--- src/rtl/multibank_frame_buffer.sv ---
// multibank_frame_buffer
//   Rotating multi-bank frame store. The writer fills one bank of DEPTH words
//   while the reader drains previously committed banks in strict FIFO order.
//   A frame closes at the last address of a bank or early on write_last_i.
//   OVERFLOW_MODE 0 stalls the writer when its bank is occupied; mode 1 keeps
//   the writer ready and discards the excess words, counting them.
//
// Ports
//   clk_i, rst_ni        clock, asynchronous active-low reset
//   write_data_i         signed input word
//   write_valid_i        write request
//   write_last_i         marks the final word of a frame
//   write_ready_o        writer may transfer
//   read_data_o          signed output word (registered)
//   read_valid_o         read_data_o is valid
//   read_ready_i         consumer accepts the current word
//   read_last_o          current output word ends its frame
//   frame_ready_o        one-cycle pulse after a bank commits
//   overflow_o           one-cycle pulse per discarded word
//   drop_count_o         saturating count of discarded words
//   full_banks_o         banks committed and not yet fully drained
//   debug_leds_o         {write_bank[1:0], read_bank[1:0], write_ready, read_valid}
module multibank_frame_buffer #(
  parameter int WIDTH         = 32,
  parameter int DEPTH         = 16,
  parameter int NUM_BANKS     = 2,
  parameter int OVERFLOW_MODE = 0,
  parameter int ADDR_WIDTH    = $clog2(DEPTH),
  parameter int BANK_WIDTH    = $clog2(NUM_BANKS)
) (
  input  logic                clk_i,
  input  logic                rst_ni,
  input  logic [WIDTH-1:0]    write_data_i,
  input  logic                write_valid_i,
  input  logic                write_last_i,
  output logic                write_ready_o,
  output logic [WIDTH-1:0]    read_data_o,
  output logic                read_valid_o,
  input  logic                read_ready_i,
  output logic                read_last_o,
  output logic                frame_ready_o,
  output logic                overflow_o,
  output logic [15:0]         drop_count_o,
  output logic [BANK_WIDTH:0] full_banks_o,
  output logic [5:0]          debug_leds_o
);

  localparam logic [ADDR_WIDTH-1:0] LAST_ADDR = ADDR_WIDTH'(DEPTH - 1);
  localparam logic [BANK_WIDTH-1:0] LAST_BANK = BANK_WIDTH'(NUM_BANKS - 1);

  function automatic logic [BANK_WIDTH-1:0] next_bank(input logic [BANK_WIDTH-1:0] b);
    return (b == LAST_BANK) ? '0 : b + BANK_WIDTH'(1);
  endfunction

  function automatic logic [15:0] sat_inc16(input logic [15:0] v);
    return (v == 16'hFFFF) ? v : v + 16'd1;
  endfunction

  logic signed [WIDTH-1:0] mem [NUM_BANKS*DEPTH];
  // Index of the final word of each committed frame (stored length - 1).
  logic [ADDR_WIDTH-1:0]   bank_last [NUM_BANKS];
  // A bank is busy from commit until its last word is accepted (FULL/DRAINING).
  logic [NUM_BANKS-1:0]    bank_busy;

  logic [BANK_WIDTH-1:0]   wr_bank, rd_bank;
  logic [ADDR_WIDTH-1:0]   wr_addr, rd_addr;
  logic                    rd_done;
  logic signed [WIDTH-1:0] wdata_p0, data_p1;
  logic                    vld_p1, last_p1;
  logic                    commit_p1, drop_p1;
  logic [15:0]             drop_cnt;
  logic [BANK_WIDTH:0]     full_cnt;

  logic wr_free, wr_xfer, wr_accept, wr_drop, wr_commit;
  logic out_load, fetch_p0, fetch_last_p0, rd_release;
  logic [1:0] wb_led, rb_led;

  assign wdata_p0 = write_data_i;

  // ---- stage p0: write decode and read fetch decision ----
  always_comb begin
    wr_free       = ~bank_busy[wr_bank];
    write_ready_o = (OVERFLOW_MODE == 1) ? 1'b1 : wr_free;
    wr_xfer       = write_valid_i & write_ready_o;
    wr_accept     = wr_xfer & wr_free;
    wr_drop       = wr_xfer & ~wr_free;
    wr_commit     = wr_accept & (write_last_i | (wr_addr == LAST_ADDR));
    rd_release    = vld_p1 & read_ready_i & last_p1;
    // The output register may take a new word when empty or being consumed.
    out_load      = ~vld_p1 | read_ready_i;
    fetch_p0      = out_load & bank_busy[rd_bank] & ~rd_done;
    fetch_last_p0 = (rd_addr == bank_last[rd_bank]);
  end

  always_ff @(posedge clk_i) begin
    if (wr_accept) begin
      mem[{wr_bank, wr_addr}] <= wdata_p0;
    end
    if (wr_commit) begin
      bank_last[wr_bank] <= wr_addr;
    end
  end

  // ---- stage p1: bank bookkeeping and registered RAM output ----
  always_ff @(posedge clk_i or negedge rst_ni) begin
    if (!rst_ni) begin
      bank_busy <= '0;
      wr_bank   <= '0;
      wr_addr   <= '0;
      rd_bank   <= '0;
      rd_addr   <= '0;
      rd_done   <= 1'b0;
      data_p1   <= '0;
      vld_p1    <= 1'b0;
      last_p1   <= 1'b0;
      commit_p1 <= 1'b0;
      drop_p1   <= 1'b0;
      drop_cnt  <= '0;
      full_cnt  <= '0;
    end else begin
      commit_p1 <= wr_commit;
      drop_p1   <= wr_drop;
      if (wr_drop) begin
        drop_cnt <= sat_inc16(drop_cnt);
      end

      // Commit and release never target the same bank: the writer only
      // commits into a bank that is not busy, the reader only releases a busy one.
      for (int b = 0; b < NUM_BANKS; b++) begin
        if (wr_commit && (wr_bank == BANK_WIDTH'(b))) begin
          bank_busy[b] <= 1'b1;
        end else if (rd_release && (rd_bank == BANK_WIDTH'(b))) begin
          bank_busy[b] <= 1'b0;
        end
      end

      if (wr_accept) begin
        if (wr_commit) begin
          wr_addr <= '0;
          wr_bank <= next_bank(wr_bank);
        end else begin
          wr_addr <= wr_addr + ADDR_WIDTH'(1);
        end
      end

      case ({wr_commit, rd_release})
        2'b10:   full_cnt <= full_cnt + (BANK_WIDTH+1)'(1);
        2'b01:   full_cnt <= full_cnt - (BANK_WIDTH+1)'(1);
        default: full_cnt <= full_cnt;
      endcase

      if (out_load) begin
        vld_p1 <= fetch_p0;
      end
      if (fetch_p0) begin
        data_p1 <= mem[{rd_bank, rd_addr}];
        last_p1 <= fetch_last_p0;
        if (fetch_last_p0) begin
          // Whole frame fetched; wait for the consumer to take the last word.
          rd_done <= 1'b1;
        end else begin
          rd_addr <= rd_addr + ADDR_WIDTH'(1);
        end
      end

      if (rd_release) begin
        rd_done <= 1'b0;
        rd_addr <= '0;
        rd_bank <= next_bank(rd_bank);
      end
    end
  end

  generate
    if (BANK_WIDTH >= 2) begin : g_led_wide
      assign wb_led = wr_bank[1:0];
      assign rb_led = rd_bank[1:0];
    end else begin : g_led_narrow
      assign wb_led = {1'b0, wr_bank};
      assign rb_led = {1'b0, rd_bank};
    end
  endgenerate

  assign read_data_o   = data_p1;
  assign read_valid_o  = vld_p1;
  assign read_last_o   = last_p1;
  assign frame_ready_o = commit_p1;
  assign overflow_o    = drop_p1;
  assign drop_count_o  = drop_cnt;
  assign full_banks_o  = full_cnt;
  assign debug_leds_o  = {wb_led, rb_led, write_ready_o, vld_p1};

endmodule
--- config.mk ---
export PLATFORM = sky130hd
export DESIGN_NAME = multibank_frame_buffer
export DESIGN_NICKNAME = d
export VERILOG_FILES = /design/src/rtl/multibank_frame_buffer.sv
export SDC_FILE = /design/constraint.sdc
export NUM_CORES = 1
export LEC_CHECK = 0
export CORE_ASPECT_RATIO = 1.25
export CORE_UTILIZATION = 41
export DETAILED_ROUTE_END_ITERATION = 7
export PLACE_DENSITY = 0.69
export SLEW_MARGIN = 30
export SYNTH_ARGS = -nofsm -noshare
export SYNTH_HDL_FRONTEND = slang
export SYNTH_SLANG_ARGS = --single-unit
--- constraint.sdc ---
create_clock -name clk_i -period 3.3 [get_ports clk_i]
set_clock_uncertainty 0.1 [all_clocks]
set_input_delay 0.825 -clock clk_i [delete_from_list [all_inputs] [get_ports clk_i]]
set_output_delay 0.825 -clock clk_i [all_outputs]
set_load 0.01 [all_outputs]
=== Word level (Yosys, flattened, before mapping) ===
Memory sizes are Yosys's and may differ from the RTL's. A register that Yosys moved wholly into a read port is not among the register bits.
Index checks and enable logic that the tools add are counted.

* $add $sub $neg: 7
* $lt $le $gt $ge: 2
* Equality and inequality tests: 6
* Mux-type cells: 22
* Bitwise operators: 16
* Reductions and logical operators: 14

{| class="wikitable"
|+ Operator list
! operator !! count
|-
| $mux W1 || 17
|-
| $add A16 B1 Y16 const B || 1
|-
| $eq A16 B16 Y1 const B || 1
|-
| $mux W4 || 4
|-
| $reduce_bool A2 Y1 || 5
|-
| $add A4 B1 Y4 const B || 2
|-
| $and A1 B1 Y1 || 8
|-
| $reduce_and A2 Y1 || 4
|-
| $not A1 Y1 || 6
|-
| $eq A4 B4 Y1 || 1
|-
| $eq A4 B4 Y1 const B || 1
|-
| $logic_and A1 B1 Y1 || 4
|-
| $lt A1 B2 Y1 const B || 2
|-
| $pmux W2 S2 || 1
|-
| $add A1 B1 Y1 const B || 2
|-
| $add A2 B1 Y2 const B || 1
|-
| $eq A2 B1 Y1 const B || 1
|-
| $eq A2 B2 Y1 const B || 1
|-
| $ne A2 B1 Y1 const B || 1
|-
| $or A1 B1 Y1 || 2
|-
| $sub A2 B1 Y2 const B || 1
|-
| $logic_not A1 Y1 || 1
|}

* Flip-flop bits (word level): 35
* Bits in writable memories: 1032
* Input bits: 37
* Output and inout port bits: 61
* Word-level logic and storage cells: 82
* Memories kept: 2

{| class="wikitable"
|+ Memory list
! name !! words !! width !! rd ports !! clocked after memory_dff !! wr ports !! line !! text
|-
| mem || 32 || 32 || 1 || 1 || 1 || 59 || <nowiki>logic signed [WIDTH-1:0] mem [NUM_BANKS*DEPTH];</nowiki>
|-
| bank_last || 2 || 4 || 1 || 0 || 1 || 61 || <nowiki>logic [ADDR_WIDTH-1:0] bank_last [NUM_BANKS];</nowiki>
|}

=== Longest topological paths before layout ===
* Depth in word-level cells: 8
* Depth in mapped cells: 9
* Gate-level depth less buffers: 8

=== Worst setup path after synthesis ===
Ideal clock, no wire load.

* Path kind: register -> register
* From: register wr_bank
* To: memory mem[31][0], enable pin
* Library setup time: 421 ps
* Data arrival time: 2717 ps
* Required time: 2779 ps
* Slack: 62 ps
* Cell stages (with the launch flop): 6
* Path buffers: 1
* Path through: dfrtp_1 mux2i_1 and2_1 clkbuf_1 nand2_1 nor2_1

* Cells in the longest elaborated chain, start to end: 7

{| class="wikitable"
|+ RTL lines
! what !! line !! text
|-
| start: declaration || 65 || <nowiki>logic [BANK_WIDTH-1:0] wr_bank, rd_bank;</nowiki>
|-
| start signal: assignment || 140 || <nowiki>wr_bank <= next_bank(wr_bank);</nowiki>
|-
| $mux W1 (implied by the code) * (2 in series) || 82 || <nowiki>wr_free = ~bank_busy[wr_bank];</nowiki>
|-
| $not A1 Y1 * || 82 ||
|-
| net write_ready_o || 36 || <nowiki>output logic write_ready_o,</nowiki>
|-
| $and A1 B1 Y1 || 84 || <nowiki>wr_xfer = write_valid_i & write_ready_o;</nowiki>
|-
| $and A1 B1 Y1 * || 85 || <nowiki>wr_accept = wr_xfer & wr_free;</nowiki>
|-
| $mux W1 * || 96 || <nowiki>if (wr_accept) begin</nowiki>
|-
| $mux W1 (implied by the code) * || 97 || <nowiki>mem[{wr_bank, wr_addr}] <= wdata_p0;</nowiki>
|-
| end: declaration || 59 ||
|}

The timed path passes the listed nets; every way through them passes the cells marked *. The select of a mux whose other input is x is not followed.

=== Worst setup path in the final report ===
* From: register wr_bank
* To: output port write_ready_o

* Cells in the longest elaborated chain, start to end: 3

{| class="wikitable"
|+ RTL lines
! what !! line
|-
| $mux W1 (implied by the code) (2 in series) || 82
|-
| $not A1 Y1 || 82
|-
| end: declaration || 36
|}

No other way between the ends. The select of a mux whose other input is x is not followed.

==> load_flow_metrics.sql <==
INSERT INTO impl_metrics (metric_group, metric, value, unit) VALUES
('yosys', 'synth_enable_flop_cells', '1032', ''),
('power_and_ir_drop', 'p_int', '27.1', 'mW'),
('worst_setup_path', 'cpPeakStageDelay', '0.62', 'ns'),
('cts', 'clock_latency', '0.69', 'ns'),
('power_and_ir_drop', 'netSwitchingPower', '12.3', 'mW'),
('worst_setup_path', 'worst-endpoint-arrival', '2.28', 'ns'),
('floorplan', 'rows', '132', ''),
('yosys', 'synth.cells.most_frequent', '1032 x edfxtp_1, 282 x mux2i_1, 96 x mux4_2', ''),
('min_path', 'hold-path-cell-count', '0', ''),
('power_and_ir_drop', 'combinationalPowerShare', '29.1', '%'),
('power_and_ir_drop', 'leakagePower', '16.3', 'nW'),
('yosys', 'async_reset_ff_share', '6.10', '%'),
('yosys', 'synth_flop_cell', 'edfxtp_1', ''),
('cts', 'clock-sinks', '1099', ''),
('yosys', 'yosys.cell_count.top_type', 'edfxtp_1', ''),
('global_routing', 'via_count_of_the_first_global_routing_pass', '23000', ''),
('power_and_ir_drop', 'power_frac_seq', '41.8', '%'),
('cts', 'htree_levels', '3', ''),
('detailed_routing', 'dr_wl_met2', '53400', 'um'),
('global_routing', 'grt_first_pass_wirelength', '153000', 'um'),
('cts', 'cts_setup_buffers', '0', ''),
('power_and_ir_drop', 'power.share.clock', '29.0', '%'),
('detailed_routing', 'viasPerCell', '5.77', ''),
('worst_setup_path', 'worst-endpoint-required', '2.37', 'ns'),
('cts', 'post_cts_sizing_count', '0', ''),
('global_routing', 'maximum_number_of_pins_on_one_net_before_global_route_repair', '51', ''),
('worst_setup_path', 'crit_path_max_fanout', '14', ''),
('yosys', 'fraction_of_synthesized_cell_area_taken_by_the_top_area_cell_type', '71.9', '%'),
('finish', 'antenna_cells', '0', ''),
('cts', 'cts_hold_buffers', '1', ''),
('sta', 'maxClockFrequency', '312', 'MHz'),
('sta', 'hold-worst-slack', '0.273', 'ns'),
('finish', 'design_area', '49900', 'um^2'),
('min_path', 'hold_class', 'register to register', ''),
('sta', 'min_period_over_period', '97.1', '%'),
('worst_setup_path', 'type_of_element_launching_the_critical_path', 'register', ''),
('global_routing', 'global_route.overflow_total', '0', ''),
('floorplan', 'die_w', '292', 'um'),
('placed_design', 'dp.final_hpwl', '63900', 'um'),
('yosys', 'yosys_warns', '0', ''),
('floorplan', 'die_y', '364', 'um'),
('finish', 'num-nets-final', '2528', ''),
('detailed_routing', 'detailedRoute.firstPassIterationCount', '5', ''),
('flow_run', 'max_cap_viol_count', '0', ''),
('placed_design', 'area_post_placement', '46600', 'um^2'),
('yosys', 'syn-cell-area', '43100', 'um^2'),
('worst_setup_path', 'critical_path.startpoint', 'wr_bank', ''),
('yosys', 'synthDistinctLibCells', '50', ''),
('yosys', 'post_synth_top_area_cell', 'edfxtp_1', ''),
('power_and_ir_drop', 'vdd.ir_drop.worst', '0.525', 'mV'),
('global_routing', 'overall_global_routing_usage', '19.9', '%'),
('detailed_routing', 'routed_wirelength', '106000', 'um'),
('yosys', 'synth-seq-cells', '1099', ''),
('detailed_routing', 'antenna_violating_nets_post_route', '0', ''),
('floorplan', 'core_region_area', '104000', 'um^2'),
('run_status', 'run_status', 'finished clean', ''),
('finish', 'fillCellCount', '8311', ''),
('yosys', 'syn_inst', '2287', ''),
('detailed_routing', 'met3_wirelength', '7720', 'um'),
('global_routing', 'number_of_antenna_violations_at_the_first_check_in_global_routing', '0', ''),
('floorplan', 'start_util', '41.5', '%'),
('cts', 'tritoncts', 'built', ''),
('sta', 'timing.final.max_slew_violations', '0', ''),
('yosys', 'synth.avg_cell_area', '18.8', 'um^2'),
('yosys', 'yosys-top-cells-area', 'edfxtp_1 72%, mux2i_1 6.6%, mux4_2 5.0%', ''),
('cts', 'ctsRootBufferMaster', 'clkbuf_16', ''),
('worst_setup_path', 'crit_path_top_delay_cell', 'clkdlybuf4s50_1', ''),
('cts', 'cts_made_buffers', '101', ''),
('placed_design', 'place_congestion', '0.864', ''),
('floorplan', 'top_level_ports', '98', ''),
('worst_setup_path', 'endpoint', 'write_ready_o', '');
==> metrics by stage <==
step,std cells,utilization (%),power [mW],setup WS [ns]
2_1_floorplan,2289,-,24.2,0.0622
3_3_place_gp,3721,44.9,28.1,0.243
3_5_place_dp,3721,44.9,28.3,0.209
4_1_cts,3909,48.0,39.7,0.0760
5_1_grt,3909,48.0,40.9,0.0408
6_report,3909,48.0,39.4,0.0973
==> power groups by stage <==
| stage | combinational, mW | sequential (mW) | clock (mW) |
|---|---|---|---|
| 6_report | 11.5 | 16.5 | 11.4 |
| 5_1_grt | 12.2 | 16.5 | 12.2 |
| 4_1_cts | 11.5 | 16.5 | 11.6 |
| 3_5_place_dp | 11.5 | 16.8 | 0 |
| 3_3_place_gp | 11.3 | 16.8 | 0 |
| 2_1_floorplan | 7.86 | 16.4 | 0 |
==> sequential cells by signal, indices dropped and copies added (netlist names), 2 cells and up <==
| name | flops |
|---|---|
| full_banks_o | 2 |
| bank_busy | 2 |
| rd_addr | 4 |
| bank_last | 8 |
| read_data_o | 32 |
| mem | 1024 |
| drop_count_o | 16 |
| wr_addr | 4 |
==> final cells by class <==
| cell class | instances | area [um^2] | area share [%] |
|---|---|---|---|
| Inverter | 5 | 18.8 | 0.0376 |
| Multi-Input combinational cell | 1023 | 9830 | 19.7 |
| Tap cell | 1340 | 1680 | 3.36 |
| Clock buffer | 110 | 2580 | 5.18 |
| Sequential cell | 1099 | 32700 | 65.6 |
| Clock inverter | 77 | 659 | 1.32 |
| Timing Repair Buffer | 255 | 2410 | 4.83 |
==> per-layer routing <==
metal | track usage (%) | vias to the layer above
met5 | 0 | -
met4 | 7.95 | 0
met3 | 3.68 | 202
met2 | 34.1 | 958
met1 | 24.9 | 11700
li1 | - | 9660
==> kinds of logic (layout without fill, tap and decap cells) <==
| family | after synthesis | after routing | share of synthesized area, % |
|---|---|---|---|
| mux | 425 | 425 | 12.8 |
| xor+xnor | 11 | 11 | 0.224 |
| flops | 1099 | 1099 | 75.8 |
| other cells | 1 | 3 | 0.00870 |
| buf+inv | 167 | 447 | 2.02 |
| compound gates | 427 | 427 | 7.09 |
| fa+ha+maj | 6 | 6 | 0.174 |
| simple gates | 151 | 151 | 1.88 |
==> cells in the final DEF (no fill, tap or decap), types with 6 or more instances in the layout <==
| cell type | instances |
|---|---|
| clkinv_2 | 24 |
| clkdlybuf4s50_1 | 93 |
| clkinv_1 | 26 |
| xnor2_1 | 8 |
| edfxtp_1 | 1032 |
| nor2_4 | 32 |
| mux2i_1 | 282 |
| a22oi_1 | 58 |
| a2111oi_2 | 27 |
| nand2_1 | 20 |
| nor2_1 | 9 |
| a21oi_1 | 95 |
| o31ai_1 | 29 |
| clkinvlp_4 | 6 |
| a21boi_1 | 29 |
| a211oi_1 | 29 |
| buf_4 | 139 |
| nor2b_1 | 62 |
| mux4_2 | 96 |
| o21ai_0 | 42 |
| clkbuf_1 | 8 |
| a211o_1 | 29 |
| mux2_2 | 47 |
| buf_12 | 21 |
| inv_6 | 7 |
| bufinv_16 | 9 |
| o22ai_1 | 70 |
| clkbuf_16 | 102 |
| ha_1 | 6 |
| dfrtp_1 | 63 |
==> critical path, delay by kind of cell (launching register included) <==
kind | cells | cell delay [ns]
buf+inv | 2 | 0.84
mux | 1 | 0.43
flops | 1 | 0.32
==> worst min-delay path by stage <==
stage,startpoint,endpoint,slack [ns]
global placement,drop_count_o[14],drop_count_o[14],0.26
floorplan,wr_addr[3],bank_last[0][3],0.38
detailed placement,drop_count_o[10],drop_count_o[10],0.26
global route,drop_count_o[4],drop_count_o[4],0.28
finish,drop_count_o[4],drop_count_o[4],0.27
CTS,drop_count_o[10],drop_count_o[10],0.28
(Power assumes the default switching activity.)
